<file path="config.mk">
export PLATFORM = sky130hd
export DESIGN_NAME = toycpu_mmio_uart_tx
export DESIGN_NICKNAME = d
export VERILOG_FILES = /design/src/rtl/toycpu_pkg.sv /design/src/rtl/toycpu_sync_fifo.sv /design/src/rtl/toycpu_mmio_uart_tx.sv
export SDC_FILE = /design/constraint.sdc
export NUM_CORES = 1
export LEC_CHECK = 0
export CORE_MARGIN = 2
export CORE_UTILIZATION = 56
export CTS_CLUSTER_SIZE = 8
export DETAILED_ROUTE_END_ITERATION = 8
export GPL_ROUTABILITY_DRIVEN = 0
export PLACE_DENSITY = 0.8
export SETUP_SLACK_MARGIN = 0.4
export SYNTH_ARGS = -nofsm -noshare
export SYNTH_HDL_FRONTEND = slang
export SYNTH_SLANG_ARGS = --single-unit
</file>
<file path="constraint.sdc">
create_clock -name clk -period 3.91 [get_ports clk]
set_clock_uncertainty 0.1 [all_clocks]
set_input_delay 0.782 -clock clk [delete_from_list [all_inputs] [get_ports clk]]
set_output_delay 0.782 -clock clk [all_outputs]
set_load 0.05 [all_outputs]
</file>
<file path="src/rtl/toycpu_pkg.sv">
// Shared constants for the toycpu MMIO UART transmitter: register offsets, bit positions, TX states.
// TOYCPU_UART_PARITY_EN adds the PARITY state to the TX state enum.
package toycpu_pkg;

  localparam logic [1:0] REG_DATA   = 2'd0;
  localparam logic [1:0] REG_STATUS = 2'd1;
  localparam logic [1:0] REG_CTRL   = 2'd2;
  localparam logic [1:0] REG_RSVD   = 2'd3;

  localparam int STAT_FULL_BIT  = 0;
  localparam int STAT_EMPTY_BIT = 1;
  localparam int STAT_BUSY_BIT  = 2;
  localparam int STAT_OVF_BIT   = 3;
  localparam int STAT_LVL_LSB   = 4;

  localparam int CTRL_EN_BIT      = 0;
  localparam int CTRL_FLUSH_BIT   = 1;
  localparam int CTRL_CLR_OVF_BIT = 2;

  typedef enum logic [2:0] {
    TX_IDLE  = 3'd0,
    TX_START = 3'd1,
    TX_DATA  = 3'd2,
    TX_STOP  = 3'd3
`ifdef TOYCPU_UART_PARITY_EN
    , TX_PARITY = 3'd4
`endif
  } tx_state_t;

endpackage

</file>
<file path="src/rtl/toycpu_sync_fifo.sv">
// Synchronous FIFO with flush; a push into a full FIFO is accepted when a pop happens on the same edge.
module toycpu_sync_fifo #(
  parameter int WIDTH = 8,
  parameter int DEPTH = 8
) (
  input  logic                       clk,
  input  logic                       rst,
  input  logic                       push,
  input  logic                       pop,
  input  logic                       flush,
  input  logic [WIDTH-1:0]           din,
  output logic [WIDTH-1:0]           dout,
  output logic                       full,
  output logic                       empty,
  output logic [$clog2(DEPTH):0]     level
);
  localparam int AW = $clog2(DEPTH);
  localparam int LW = AW + 1;

  logic [AW-1:0]    wr_ptr_q, wr_ptr_d, rd_ptr_q, rd_ptr_d;
  logic [LW-1:0]    count_q, count_d;
  logic [WIDTH-1:0] mem_q [DEPTH];
  logic             do_push, do_pop;

  assign full    = (count_q == LW'(DEPTH));
  assign empty   = (count_q == '0);
  assign level   = count_q;
  assign dout    = mem_q[rd_ptr_q];
  assign do_pop  = pop && !empty;
  assign do_push = push && (!full || do_pop);

  always_comb begin
    wr_ptr_d = wr_ptr_q;
    rd_ptr_d = rd_ptr_q;
    count_d  = count_q;
    if (flush) begin
      wr_ptr_d = '0;
      rd_ptr_d = '0;
      count_d  = '0;
    end else begin
      if (do_push) wr_ptr_d = wr_ptr_q + AW'(1);
      if (do_pop)  rd_ptr_d = rd_ptr_q + AW'(1);
      count_d = count_q + LW'(do_push) - LW'(do_pop);
    end
  end

  always_ff @(posedge clk) begin
    if (!rst) begin
      wr_ptr_q <= '0;
      rd_ptr_q <= '0;
      count_q  <= '0;
    end else begin
      wr_ptr_q <= wr_ptr_d;
      rd_ptr_q <= rd_ptr_d;
      count_q  <= count_d;
    end
  end

  always_ff @(posedge clk) begin
    if (do_push && !flush) mem_q[wr_ptr_q] <= din;
  end

endmodule

</file>
<file path="src/rtl/toycpu_mmio_uart_tx.sv">
// Memory-mapped 8N1 UART transmitter on the toycpu data bus (4-word register window, byte FIFO).
// TOYCPU_UART_PARITY_EN inserts an even-parity bit between DATA and STOP.
//
// state  | meaning
// IDLE   | line high, waiting for enable and a queued byte
// START  | start bit (low) for one bit period
// DATA   | 8 data bits, LSB first
// PARITY | even parity of the byte (only with TOYCPU_UART_PARITY_EN)
// STOP   | stop bit (high); may chain directly into the next START
module toycpu_mmio_uart_tx
  import toycpu_pkg::*;
#(
  parameter logic [15:0] BASE_ADDR    = 16'hFF00,
  parameter int          CLKS_PER_BIT = 16,
  parameter int          FIFO_DEPTH   = 8
) (
  input  logic        clk,
  input  logic        rst,
  input  logic        mem_we,
  input  logic [15:0] mem_addr,
  input  logic [15:0] mem_wdata,
  output logic        mem_sel,
  output logic [15:0] mem_rdata,
  output logic        tx,
  output logic        tx_busy
);
  localparam int              BW          = $clog2(CLKS_PER_BIT);
  localparam int              LW          = $clog2(FIFO_DEPTH) + 1;
  localparam logic [BW-1:0]   BAUD_RELOAD = BW'(CLKS_PER_BIT - 1);

  logic [1:0]    reg_off;
  logic          bus_wr, data_wr, ctrl_wr, flush_w;
  logic          enable_q, enable_d, ovf_q, ovf_d;
  logic          fifo_full, fifo_empty, can_pop, pop_now;
  logic [7:0]    fifo_dout;
  logic [LW-1:0] fifo_level;
  logic [15:0]   lvl_ext, status_w;
  logic [3:0]    lvl_sat;
  logic          unused_wdata;

  tx_state_t     state_q;
  logic [BW-1:0] baud_q;
  logic [2:0]    bit_q;
  logic [7:0]    shift_q;
  logic          tx_q;
`ifdef TOYCPU_UART_PARITY_EN
  logic          parity_q;
`endif

  assign mem_sel = ({1'b0, mem_addr} >= {1'b0, BASE_ADDR}) &&
                   ({1'b0, mem_addr} <= ({1'b0, BASE_ADDR} + 17'd3));
  assign reg_off = mem_addr[1:0] - BASE_ADDR[1:0];
  assign bus_wr  = mem_we && mem_sel;
  assign data_wr = bus_wr && (reg_off == REG_DATA);
  assign ctrl_wr = bus_wr && (reg_off == REG_CTRL);
  assign flush_w = ctrl_wr && mem_wdata[CTRL_FLUSH_BIT];
  assign unused_wdata = ^mem_wdata[15:8];

  // A flush on this edge must not also hand a byte to the shifter.
  assign can_pop = enable_q && !fifo_empty && !flush_w;
  assign pop_now = can_pop && ((state_q == TX_IDLE) ||
                               ((state_q == TX_STOP) && (baud_q == '0)));

  toycpu_sync_fifo #(.WIDTH(8), .DEPTH(FIFO_DEPTH)) u_fifo (
    .clk   (clk),
    .rst   (rst),
    .push  (data_wr),
    .pop   (pop_now),
    .flush (flush_w),
    .din   (mem_wdata[7:0]),
    .dout  (fifo_dout),
    .full  (fifo_full),
    .empty (fifo_empty),
    .level (fifo_level)
  );

  always_comb begin
    enable_d = enable_q;
    ovf_d    = ovf_q;
    if (ctrl_wr) enable_d = mem_wdata[CTRL_EN_BIT];
    if (data_wr && fifo_full && !pop_now) ovf_d = 1'b1;
    if (ctrl_wr && mem_wdata[CTRL_CLR_OVF_BIT]) ovf_d = 1'b0;
  end

  always_ff @(posedge clk) begin
    if (!rst) begin
      enable_q <= 1'b1;
      ovf_q    <= 1'b0;
    end else begin
      enable_q <= enable_d;
      ovf_q    <= ovf_d;
    end
  end

  always_ff @(posedge clk) begin
    if (!rst) begin
      state_q <= TX_IDLE;
      tx_q    <= 1'b1;
      baud_q  <= '0;
      bit_q   <= '0;
      shift_q <= '0;
`ifdef TOYCPU_UART_PARITY_EN
      parity_q <= 1'b0;
`endif
    end else begin
      case (state_q)
        TX_IDLE: begin
          tx_q <= 1'b1;
          if (pop_now) begin
            state_q <= TX_START;
            tx_q    <= 1'b0;
            baud_q  <= BAUD_RELOAD;
            shift_q <= fifo_dout;
`ifdef TOYCPU_UART_PARITY_EN
            parity_q <= ^fifo_dout;
`endif
          end
        end
        TX_START: begin
          if (baud_q == '0) begin
            state_q <= TX_DATA;
            tx_q    <= shift_q[0];
            baud_q  <= BAUD_RELOAD;
            bit_q   <= '0;
          end else begin
            baud_q <= baud_q - BW'(1);
          end
        end
        TX_DATA: begin
          if (baud_q == '0) begin
            baud_q <= BAUD_RELOAD;
            if (bit_q == 3'd7) begin
`ifdef TOYCPU_UART_PARITY_EN
              state_q <= TX_PARITY;
              tx_q    <= parity_q;
`else
              state_q <= TX_STOP;
              tx_q    <= 1'b1;
`endif
            end else begin
              bit_q   <= bit_q + 3'd1;
              tx_q    <= shift_q[1];
              shift_q <= shift_q >> 1;
            end
          end else begin
            baud_q <= baud_q - BW'(1);
          end
        end
`ifdef TOYCPU_UART_PARITY_EN
        TX_PARITY: begin
          if (baud_q == '0) begin
            state_q <= TX_STOP;
            tx_q    <= 1'b1;
            baud_q  <= BAUD_RELOAD;
          end else begin
            baud_q <= baud_q - BW'(1);
          end
        end
`endif
        TX_STOP: begin
          if (baud_q == '0) begin
            if (pop_now) begin
              state_q <= TX_START;
              tx_q    <= 1'b0;
              baud_q  <= BAUD_RELOAD;
              shift_q <= fifo_dout;
`ifdef TOYCPU_UART_PARITY_EN
              parity_q <= ^fifo_dout;
`endif
            end else begin
              state_q <= TX_IDLE;
              tx_q    <= 1'b1;
            end
          end else begin
            baud_q <= baud_q - BW'(1);
          end
        end
        default: begin
          state_q <= TX_IDLE;
          tx_q    <= 1'b1;
        end
      endcase
    end
  end

  assign tx      = tx_q;
  assign tx_busy = (state_q != TX_IDLE);

  assign lvl_ext = 16'(fifo_level);
  assign lvl_sat = (lvl_ext > 16'd15) ? 4'hF : lvl_ext[3:0];

  always_comb begin
    status_w = '0;
    status_w[STAT_FULL_BIT]  = fifo_full;
    status_w[STAT_EMPTY_BIT] = fifo_empty;
    status_w[STAT_BUSY_BIT]  = tx_busy;
    status_w[STAT_OVF_BIT]   = ovf_q;
    status_w[STAT_LVL_LSB +: 4] = lvl_sat;
  end

  always_comb begin
    mem_rdata = '0;
    if (mem_sel) begin
      case (reg_off)
        REG_STATUS: mem_rdata = status_w;
        REG_CTRL:   mem_rdata = {15'b0, enable_q};
        REG_DATA, REG_RSVD: mem_rdata = '0;
        default:    mem_rdata = '0;
      endcase
    end
  end

endmodule

</file>
== Yosys cells after proc, flatten, opt, wreduce, memory -nomap -nowiden ==
Memory sizes are Yosys's and may differ from the RTL's. A register that Yosys moved wholly into a read port is not among the register bits.
Index checks and enable logic that the tools add are counted.

* Register bits after elaboration: 31
* Bits in latches: 0
* RAM bits: 64
* ROM bits: 0
* Input bits: 35
* Output and inout port bits: 19
* Word-level logic and storage cells: 105
* Memories: 1

* Add/sub/neg operators: 6
* Multipliers: 0
* Div/mod/pow operators: 0
* $lt $le $gt $ge: 3
* Equal/unequal tests: 14
* Shifts and indexed selects: 0
* Mux-type cells: 33
* Bitwise gates (word level): 1
* Reductions and logical operators: 37

{| class="wikitable"
|+ Memory list
! name !! words !! bits a word !! read ports !! clocked after memory_dff !! wr ports !! line !! text
|-
| u_fifo.mem_q || 8 || 8 || 1 || 1 || 1 || toycpu_sync_fifo.sv:22 || <nowiki>logic [WIDTH-1:0] mem_q [DEPTH];</nowiki>
|}

{| class="wikitable"
|+ Operators by type and width
! kind !! number
|-
| $pmux 16 s3 || 1
|-
| $mux 8 || 4
|-
| $mux 3 || 10
|-
| $pmux 8 s3 || 1
|-
| $ge 16x16->1 const B || 1
|-
| $le 16x16->1 const B || 1
|-
| $mux 16 || 1
|-
| $mux 4 || 4
|-
| $logic_and 1x1->1 || 15
|-
| $pmux 3 s4 || 1
|-
| $pmux 4 s3 || 1
|-
| $ne 2x2->1 const B || 5
|-
| $add 3x1->3 const B || 3
|-
| $reduce_bool 3->1 || 3
|-
| $logic_not 4->1 || 2
|-
| $mux 1 || 8
|-
| $reduce_and 4->1 || 2
|-
| $reduce_or 2->1 || 4
|-
| $eq 3x2->1 const B || 2
|-
| $pmux 3 s2 || 1
|-
| $reduce_and 5->1 || 1
|-
| $add 4x1->4 || 1
|-
| $eq 2x2->1 const B || 2
|-
| $eq 4x4->1 const B || 1
|-
| other kinds (15) || 19
|}

== Longest topological paths before layout ==
* Word-level depth: 14
* Depth in mapped cells: 12

== Modules after synthesis ==
A second synthesis with hierarchy kept.

* Cell total of the unflattened synthesis: 360
* Area, all modules: 4737.0 um^2

{| class="wikitable"
|+ By module, submodules not included
! module !! times used !! cells each !! area an instance (um^2) !! sequential area each (um^2)
|-
| toycpu_sync_fifo || 1 || 178 || 3195.6 || 2182.1
|-
| toycpu_mmio_uart_tx || 1 || 182 || 1541.5 || 400.4
|}

== Worst setup path before layout ==
Ideal clock, no wire load.

* Kind: input port to output port
* Start: input port mem_addr[2]
* End: output port mem_rdata[1]
* Arrival: 2.564 ns
* Data required time: 3.028 ns
* Path slack: 0.464 ns
* Stages: 5
* Path buffers: 0
* Cell sequence: and4bb_2 -> nand4_1 -> inv_1 -> and3_1 -> nor2b_1

* Longest elaborated chain between the ends: 3

{| class="wikitable"
|+ RTL lines
! item !! line !! text
|-
| start, declared || toycpu_mmio_uart_tx.sv:20 || <nowiki>input logic [15:0] mem_addr,</nowiki>
|-
| $ge 16x16->1 or $le 16x16->1 (tied branches) || toycpu_mmio_uart_tx.sv:50, toycpu_mmio_uart_tx.sv:51 ||
|-
| $logic_and 1x1->1 (*) || toycpu_mmio_uart_tx.sv:50 || <nowiki>assign mem_sel = ({1'b0, mem_addr} >= {1'b0, BASE_ADDR}) &&</nowiki>
|-
| via mem_sel || toycpu_mmio_uart_tx.sv:22 || <nowiki>output logic mem_sel,</nowiki>
|-
| $mux 16 (*) || toycpu_mmio_uart_tx.sv:203 || <nowiki>if (mem_sel) begin</nowiki>
|-
| end, declared || toycpu_mmio_uart_tx.sv:23 || <nowiki>output logic [15:0] mem_rdata,</nowiki>
|}

The timed path passes the listed nets; every way through them passes the cells marked *.

== Worst setup path after layout ==
* Start: input port mem_addr[2]
* End: output port mem_rdata[1]

* Longest elaborated chain between the ends: 3

{| class="wikitable"
|+ RTL lines
! item !! line
|-
| $ge 16x16->1 or $le 16x16->1 (tied branches) || toycpu_mmio_uart_tx.sv:50, toycpu_mmio_uart_tx.sv:51
|-
| $logic_and 1x1->1 (*) || toycpu_mmio_uart_tx.sv:50
|-
| $mux 16 (*) || toycpu_mmio_uart_tx.sv:203
|}

Every way passes the cells marked *; elsewhere a longest branch is shown, timed or not.

==> impl_metrics.csv <==
group,metric,value,unit
pwr,power_switching_share,0.368,
routing,wl_per_cell,17.3,um
floorplanning,die_area,8820,um2
pwr,seqPwrFrac,0.422,
layout,num_antenna_cells,0,
pwr,power.density,614,nW/um2
critical_path,worstPathArrival,2.46,ns
layout,syn_to_final_growth,14.4,%
sta,slew_violations,0,
run_status,status,"complete, no violations",
global_route,grt-ovfl-total,0,
critical_path,worstPathRequired,3.03,ns
sta,setup_violations,0,
sta,finalCritPeriodShare,0.856,
placed_design,placed_cells,488,
floorplanning,fp.dieW,93.9,um
job,drv_cap,0,
cts,clock_latency,0.36,ns
sta,rsz0062_at_grt,"no",
yosys,async_flop_share,0,
floorplanning,core-area,7770,um2
global_route,antenna_found_initial,0,
global_route,grt_pass1_vias,2820,
placed_design,hpwl,6010,um
placed_design,io_buffers,37,
floorplanning,start_util,0.583,
cts,cts_tree,"done",
sta,max_freq,299,MHz
sta,fin_crit,3.35,ns
layout,nets,450,
critical_path,worst_setup_path_start_kind,"input pin",
pwr,pwr-share-comb,0.382,
floorplanning,ios,54,
critical_path,cpMaxStageDelayCell,"clkdlybuf4s50_1",
global_route,grt_max_degree,27,
pwr,p_leak,1.88,nW
sta,worst_pin_slew,1.06,ns
cts,cts_buffers,9,
yosys,yosysWarnings,0,
pwr,p_clk_frac,0.197,
pwr,peakVddDrop,0.339,mV
floorplanning,die_height,93.9,um
sta,fin_setup_tns,0,ns
critical_path,endpoint_kind,"primary output",
cts,h-tree-depth,3,
yosys,seq_area_frac_synth,0.570,
global_route,grt_usage,0.211,
routing,vias,2865,
sta,finalHoldViolCount,0,
layout,fin_cells,504,
routing,via_per_inst,5.68,
yosys,synthFlopType,"edfxtp_1",
yosys,ys_ff_latch,97,
yosys,synth.avg_cell_area,12.8,um2
layout,final_layout_size_suffix_gt1_frac,0.154,
critical_path,crit_fanout,7,
yosys,synth_edf_count,64,
critical_path,crit_chain,"clkdlybuf4s50_1 > and4bb_2 > nand4_1 > inv_1 > and3_1 > nor2b_1 > buf_12",
critical_path,path_class,"input pin to primary output",
cts,post_cts_buffers,0,
routing,ant_nets,0,
routing,firstDrtPassIters,4,
yosys,syn-instance-count,355,
pwr,p_switching,1.17,mW
sta,slew_headroom,0.289,
cts,clock_path_buffers,2,
global_route,grt_pass1_wl,14000,um
cts,hold_buffers,0,
pwr,p_int,2.01,mW
routing,drt-initial-drc-count,171,
worst_hold_path,min_path_type,"flop to flop",
cts,clkTransAtPathRegs,0.10,ns
yosys,ys_types,55,
yosys,syn-cell-area,4530,um2
routing,routed_wl,8710,um
floorplanning,rows,32,
routing,detail_route.drc_violations,0,
cts,cts.sinks,97,
critical_path,slowest_delay,0.40,ns
cts,clock-root-buffer,"clkbuf_8",
## layer usage
layer | part of all wire | global-route usage
met3 | 0.043 | 0.0345
met2 | 0.50 | 0.362
met5 | 0 | 0
met1 | 0.44 | 0.280
met4 | 0.011 | 0.0580
## kinds of logic after synthesis
| group | after synthesis | synth area share |
|---|---|---|
| DFF | 97 | 0.570 |
| and+or+nand+nor | 92 | 0.112 |
| AOI/OAI and AO/OA | 64 | 0.0959 |
| buffers and inverters | 49 | 0.0514 |
| muxes | 30 | 0.110 |
| adders and majority gates | 18 | 0.0514 |
| xor gates and xnor gates | 4 | 0.00774 |
| other | 1 | 0.000828 |
## power by group through the flow
stage | combinational (mW) | sequential, mW | clock, mW
after global routing | 1.34 | 1.37 | 0.682
after detailed placement | 1.20 | 1.37 | 0
after CTS | 1.21 | 1.34 | 0.636
after global placement | 1.16 | 1.36 | 0
final | 1.21 | 1.34 | 0.625
after floorplan | 1.03 | 1.29 | 0
## critical path: cells and delay by family
kind,cells,cell delay [ns]
simple gates,4,1.01
buf+inv,3,0.66
## state kept, by name (all words and copies together), names as in the netlist, named ones only
register / cells
state_q: 2
u_fifo.mem_q: 64
enable_q: 1
ovf_q: 1
bit_q: 3
u_fifo.rd_ptr_q: 3
baud_q: 4
tx: 1
u_fifo.wr_ptr_q: 3
shift_q: 8
u_fifo.level: 4
## cells in the mapped netlist (2+ instances only)
cell type | count | area share
a211oi_1 | 2 | 0.0033
a21o_1 | 5 | 0.0083
a21oi_1 | 24 | 0.027
a311oi_1 | 2 | 0.0039
a31oi_1 | 3 | 0.0041
and2_1 | 7 | 0.0097
and4_1 | 2 | 0.0039
and4bb_2 | 3 | 0.0083
buf_2 | 2 | 0.0022
buf_4 | 10 | 0.017
clkbuf_1 | 8 | 0.0066
dfxtp_1 | 33 | 0.15
edfxtp_1 | 64 | 0.42
ha_1 | 17 | 0.047
inv_1 | 26 | 0.022
mux2i_1 | 14 | 0.031
mux4_2 | 16 | 0.080
nand2_1 | 22 | 0.018
nand2b_1 | 6 | 0.0083
nand3_1 | 3 | 0.0033
nand4_1 | 4 | 0.0055
nor2_1 | 21 | 0.017
nor2b_1 | 4 | 0.0055
nor3_1 | 7 | 0.0077
nor3b_1 | 2 | 0.0033
o21a_1 | 2 | 0.0033
o21ai_0 | 8 | 0.0088
o22ai_1 | 7 | 0.0097
o32ai_1 | 2 | 0.0039
or3b_2 | 2 | 0.0039
xnor2_1 | 2 | 0.0039
xor2_1 | 2 | 0.0039
## cell type report
class,instances,area (um2)
inverters,26,97.6
fillers,560,2580
clock buffers,9,124
clock inverters,7,70.1
flip-flops and latches,97,2580
well taps,102,128
multi-input cells,216,1740
repair buffers,47,442
## stage by stage
stage / hold WS (ns) / area, um2 / util / power, mW / worst slack [ns]
5_1_grt: 0.395 / 5180 / 0.667 / 3.39 / 0.475
2_1_floorplan: 0.334 / 4560 / - / 2.32 / 0.464
6_report: 0.364 / 5180 / 0.667 / 3.18 / 0.563
3_3_place_gp: 0.342 / 4990 / 0.642 / 2.52 / 0.433
4_1_cts: 0.366 / 5180 / 0.667 / 3.19 / 0.461
3_5_place_dp: 0.351 / 4990 / 0.642 / 2.57 / 0.395
## final timing paths
kind                     from               to  slack (ns)  depth (start not counted)
setup / recovery  mem_addr[2]     mem_rdata[1]        0.56                          7
hold / removal     shift_q[4]       shift_q[4]        0.36                          2
setup reg to reg   state_q[0]  u_fifo.level[3]        0.92                         11
hold reg to reg    shift_q[4]       shift_q[4]        0.36                          2
## layout by cell type (no fill, tap or decap), drive strengths merged, types with 2 or more instances in the layout
cell,Yosys,layout
nand4,4,4
and2,7,7
nand2,23,23
clkbuf,9,9
edfxtp,64,64
a21oi,24,24
a311oi,3,3
ha,17,17
dfxtp,33,33
nor4b,2,2
nor3,7,7
nand3,3,3
xor2,2,2
o32ai,2,2
a211oi,2,2
and4,2,2
or3b,2,2
a21o,5,5
xnor2,2,2
inv,26,30
a31oi,3,3
buf,14,17
o22ai,7,7
o21ai,8,8
mux2i,14,14
o21a,2,2
clkinv,0,2
nor2,21,21
and4bb,3,3
nor3b,3,3
clkdlybuf4s50,0,28
nor2b,4,4
conb,1,8
mux4,16,16
nand2b,7,7
## what timing repair did
action / 4_1_cts / 5_1_grt
gates cloned: 0 / 0
resized for setup: 1 / 1
endpoints found under the setup margin: 1 / 1
pin swaps: 0 / 0
Power figures use the tool's default switching activity.
